===== src/rtl/ttl_decode_bus_stage.sv =====
// Registered ID-stage helper: 74x138-style 3-to-8 decoder (active-low outputs)
// plus an N-source 32-bit wired-OR bus selector with a multi-select conflict flag.
module ttl_decode_bus_stage #(
  parameter int N = 3
) (
  input  logic            clk,
  input  logic            rst,
  input  logic [2:0]      dec_sel,
  input  logic            dec_g1,
  input  logic            dec_g2a_n,
  input  logic            dec_g2b_n,
  output logic [7:0]      dec_y_n,
  input  logic [N-1:0]    bus_sel_n,
  input  logic [32*N-1:0] bus_data,
  output logic [31:0]     bus_q,
  output logic            bus_conflict
);

  logic        dec_en_s;
  logic [7:0]  dec_next_s;
  logic [31:0] bus_next_s;
  logic        bus_seen_s;
  logic        bus_conflict_next_s;

  logic [7:0]  dec_y_n_r;
  logic [31:0] bus_q_r;
  logic        bus_conflict_r;

  assign dec_en_s = dec_g1 & ~dec_g2a_n & ~dec_g2b_n;

  // One-cold decoder: only the selected line is pulled low while enabled.
  always_comb begin
    dec_next_s = 8'hFF;
    if (dec_en_s) begin
      case (dec_sel)
        3'd0:    dec_next_s = 8'hFE;
        3'd1:    dec_next_s = 8'hFD;
        3'd2:    dec_next_s = 8'hFB;
        3'd3:    dec_next_s = 8'hF7;
        3'd4:    dec_next_s = 8'hEF;
        3'd5:    dec_next_s = 8'hDF;
        3'd6:    dec_next_s = 8'hBF;
        3'd7:    dec_next_s = 8'h7F;
        default: dec_next_s = 8'hFF;
      endcase
    end else begin
      dec_next_s = 8'hFF;
    end
  end

  // Wired-OR of all driving sources; a second active driver flags a conflict.
  always_comb begin
    bus_next_s          = 32'h0000_0000;
    bus_seen_s          = 1'b0;
    bus_conflict_next_s = 1'b0;
    for (int k = 0; k < N; k++) begin
      if (!bus_sel_n[k]) begin
        bus_next_s          = bus_next_s | bus_data[32*k +: 32];
        bus_conflict_next_s = bus_conflict_next_s | bus_seen_s;
        bus_seen_s          = 1'b1;
      end else begin
        bus_next_s = bus_next_s;
      end
    end
  end

  // Output registers; reset wins over any captured value.
  always_ff @(posedge clk) begin
    if (rst) begin
      dec_y_n_r      <= 8'hFF;
      bus_q_r        <= 32'h0000_0000;
      bus_conflict_r <= 1'b0;
    end else begin
      dec_y_n_r      <= dec_next_s;
      bus_q_r        <= bus_next_s;
      bus_conflict_r <= bus_conflict_next_s;
    end
  end

  assign dec_y_n      = dec_y_n_r;
  assign bus_q        = bus_q_r;
  assign bus_conflict = bus_conflict_r;

endmodule


===== config.mk =====
export PLATFORM = sky130hd
export DESIGN_NAME = ttl_decode_bus_stage
export DESIGN_NICKNAME = d
export VERILOG_FILES = /design/src/rtl/ttl_decode_bus_stage.sv
export SDC_FILE = /design/constraint.sdc
export NUM_CORES = 1
export LEC_CHECK = 0
export ABC_CLOCK_PERIOD_IN_PS = 900
export CELL_PAD_IN_SITES_DETAIL_PLACEMENT = 0
export CELL_PAD_IN_SITES_GLOBAL_PLACEMENT = 1
export CORE_MARGIN = 2
export CORE_UTILIZATION = 20
export CTS_CLUSTER_SIZE = 24
export DETAILED_ROUTE_END_ITERATION = 6
export PLACE_DENSITY = 0.76
export SYNTH_ARGS = -nofsm -noshare
export SYNTH_HDL_FRONTEND = slang
export SYNTH_SLANG_ARGS = --single-unit

===== constraint.sdc =====
create_clock -name clk -period 0.9 [get_ports clk]
set_input_delay 0.18 -clock clk [delete_from_list [all_inputs] [get_ports clk]]
set_output_delay 0.18 -clock clk [all_outputs]
set_load 0.005 [all_outputs]

# Word level (Yosys, flattened, before mapping)

Memory sizes are Yosys's and may differ from the RTL's. A register that Yosys moved wholly into a read port is not among the register bits.
Index checks and enable logic that the tools add are counted.

Flip-flop bits (word level): 33
Memory bits (read-only): 64
Output and inout port bits: 41
Word-level logic and storage cells: 19
Memories kept: 1

Multiplexer cells: 7
Bitwise logic cells: 8
Reductions and logical operators: 1

Memory list:

| name            | depth | width | rd ports | clocked after memory_dff | wr ports | RTL line | text |
|---|---|---|---|---|---|---|---|
| (no name shown) | 8     | 8     | 1        | 1                        | 0        | 35       | `case (dec_sel)` |

Operators with widths:

| operator         | count |
|---|---|
| $mux W32         | 3 |
| $or A32 B32 Y32  | 2 |
| $mux W1          | 4 |
| $not A1 Y1       | 3 |
| $and A1 B1 Y1    | 2 |
| $reduce_or A2 Y1 | 1 |
| $or A1 B1 Y1     | 1 |

# Longest topological paths before layout

Word-level depth: 5
Mapped depth: 3

# Worst setup path before layout

Ideal clock, no wire load.

Path type: input to register
From: in rst
To: reg dec_y_n_r[3], in the netlist dec_y_n[3]
Setup time: 0.143 ns
Arrival: 0.746 ns
Path slack: 0.011 ns
Stages: 3
Buffers on the path: 1
Cells stage by stage: buf_6 -> nor4b_4 -> nand4b_1

Cells in the longest elaborated chain, start to end: 1

Ends and longest elaborated chain:

| what                              | RTL line | text |
|---|---|---|
| start: declaration                | 7        | `input logic rst,` |
| $reduce_or A2 Y1 (no source line) | -        |  |
| end: declaration                  | 25       | `logic [7:0] dec_y_n_r;` |

No other way between the ends.
A chain may end at the register's enable or synchronous reset.

# Worst setup path in the final report

From: reg bus_q_r[14], in the netlist bus_q[14]
To: out bus_q[14]

RTL lines:

| what                     | RTL line | text |
|---|---|---|
| start: declaration       | 26       | `logic [31:0] bus_q_r;` |
| start signal: assignment | 75       | `bus_q_r <= bus_next_s;` |
| end: declaration         | 15       | `output logic [31:0] bus_q,` |

No word-level cell between the ends.

==> flow_summary.json <==
{
  "status": "finished, violations left",
  "violations": "setup timing",
  "cellPowerDensity_nw_per_um2": 1370,
  "die_area_um2": 9720,
  "p_total_w": 0.00477,
  "area_growth_syn_to_layout_pct": 94.5,
  "core_um2": 8680,
  "critical-path-top-delay-family": "flip-flops",
  "holdBufCountCts": 0,
  "ys_seq_area_frac": 0.459,
  "io_buffers": 147,
  "avgSynthCellArea_um2": 9.13,
  "crit_arrival_ns": 0.73,
  "tightestPinTransition_ns": 0.226,
  "grt_remaining_overflow": 0,
  "layout_setup_ws_ns": -0.00783,
  "grt_pass1_vias": 1967,
  "worstPathCellList": "buf_2",
  "cts_tree": "built",
  "cp_slowest_cell": "dfxtp_1",
  "clk_path_buf_depth": 2,
  "cts_sinks": 41,
  "ys_warn_count": 0,
  "endpoint_kind": "output port",
  "fin_crit_ns": 0.908,
  "relSlewSlack": 0.849,
  "clkPwrFrac": 0.370,
  "holdCritStartpoint": "bus_sel_n[1]",
  "fin_crit_sh": 1.01,
  "grt_pass1_wl_um": 9990,
  "drtAntennaViolNets": 0,
  "crit_path_max_fanout": 1,
  "avgViaCountPerCell": 4.19,
  "cts_setup_buffers": 0,
  "netlist_area_um2": 1790,
  "cts_buffers": 5,
  "firstDrtPassIters": 4,
  "pwr-share-seq": 0.412,
  "power.leakage_nw": 1.40,
  "vias": 1924,
  "cts-root-buf": "clkbuf_8",
  "nNetsFinal": 457,
  "drcViolationCount": 0,
  "hold_slack_ns": 0.411,
  "min_path_type": "input pin to flip-flop",
  "io_pins": 148,
  "start_util": 0.206,
  "setup_viol": 10,
  "critPathRequiredTime_ns": 0.72,
  "worst-path-buf-inv": 1,
  "switchingPower_w": 0.00102,
  "antenna_found_initial": 0,
  "startpoint": "bus_q[14]$_SDFF_PP0_",
  "h-tree-depth": 2,
  "synth-seq-cells": 41,
  "die_w_um": 98.6,
  "slew_viol_final": 0,
  "critPathMaxStageDelay_ns": 0.32,
  "grt_usage": 0.132,
  "p_sw_frac": 0.214,
  "synth_nets": 303,
  "irDropWorstVdd_uv": 579,
  "die-height_um": 98.6,
  "clk_pin_slew_ns": 0.08,
  "dpl.hpwl_um": 4760,
  "final_layout_size_suffix_gt1_frac": 0.234,
  "p_int_w": 0.00375,
  "grt_setup_unrepaired": "true",
  "fmaxAchievable_mhz": 1100,
  "routed_wl_um": 6600,
  "grt_start_max_net_pins": 21,
  "diodes": 0,
  "fp-row-count": 34,
  "finalHoldViolCount": 0,
  "synth_cell_types": 14,
  "p_comb_frac": 0.218,
  "startpoint_type": "flip-flop",
  "wire_per_inst_um": 14.4,
  "cap_violations": 0,
  "drt_iter0_drc": 47,
  "path_class": "flip-flop to output port",
  "synthCells": 196,
  "place.gp.congestion": 0.722
}
## synth_stat cells, drive strengths merged
cell,number,area share
nand4,1,0.0035
buf,4,0.015
nand2b,96,0.34
a31oi,32,0.11
nor2,2,0.0042
nor2b,2,0.0070
nor4b,1,0.013
dfxtp,41,0.46
nand4b,1,0.0049
maj3,1,0.0063
clkbuf,9,0.019
nand3,3,0.0084
nand3b,3,0.013
## metal layers
layer | wire [um] | vias up | track usage
met5 | 0 | - | 0
met4 | 156 | 0 | 0.0506
met3 | 653 | 10 | 0.0482
met2 | 3390 | 98 | 0.242
met1 | 2400 | 854 | 0.137
li1 | - | 962 | -
## timing repair
item,CTS,global route
pin swaps,1,0
gates resized for setup,178,25
setup endpoints to repair,70,61
cloned,2,1
## kinds of logic (layout without fill, tap and decap cells)
group | after synthesis | in the layout | share of synthesized area
buffers and inverters | 13 | 168 | 0.0336
DFF | 41 | 41 | 0.459
adders and majority gates | 1 | 1 | 0.00629
and+or+nand+nor | 109 | 109 | 0.390
AOI/OAI and AO/OA | 32 | 32 | 0.112
## final timing paths
check / endpoint / depth (start not counted)
worst max-delay path: bus_q[14] / 1
worst min-delay path: bus_q[25]$_SDFF_PP0_ / 4
## state kept, by name, summed over array words and instances (netlist names)
name          cells
bus_q            32
dec_y_n           8
bus_conflict      1
## tightest hold or removal path, stage by stage
cell            delay, ns
dlymetal6s2s_1       0.16
buf_6                0.16
nand2b_1             0.10
a31oi_1              0.06
## cells in the final DEF (no fill, tap or decap), drive strengths merged
cell type,count
clkdlybuf4s50,99
clkinv,1
a31oi,32
dlymetal6s2s,1
bufinv,2
nor2,2
buf,53
dlygate4sd2,5
nand3,3
clkbuf,6
nor2b,2
nand4b,1
bufbuf,1
nand2b,96
nand4,1
nand3b,3
nor4b,1
dfxtp,41
maj3,1
## per-stage QoR
| stage | instance area [um^2] | instances | util | worst slack [ns] | TNS [ns] |
|---|---|---|---|---|---|
| 6_report | 3480 | 459 | 0.401 | -0.00783 | -0.0216 |
| 5_1_grt | 3480 | 459 | 0.401 | -0.0381 | -1.22 |
| 4_1_cts | 3400 | 458 | 0.392 | -0.0237 | -0.462 |
| 3_5_place_dp | 3420 | 448 | 0.394 | -0.439 | -16.86 |
| 3_3_place_gp | 3420 | 448 | 0.394 | -0.396 | -16.37 |
| 2_1_floorplan | 1790 | 196 | - | 0.0113 | 0 |
## layout make-up
| type | instances | area [um^2] |
|---|---|---|
| Timing Repair Buffer | 160 | 1460 |
| Clock buffer | 5 | 68.8 |
| Sequential cell | 41 | 842 |
| Clock inverter | 3 | 65.1 |
| Multi-Input combinational cell | 142 | 908 |
| Tap cell | 108 | 135 |
| Fill cell | 905 | 5200 |
## power groups by stage
stage	logic, W	registers [W]	clock network [W]
after global routing	0.00113	0.00198	0.00190
after global placement	0.00109	0.00200	0
after detailed placement	0.00110	0.00200	0
final	0.00104	0.00196	0.00176
after CTS	0.00102	0.00195	0.00184
after floorplan	0.000282	0.00201	0
(Power assumes the default switching activity.)
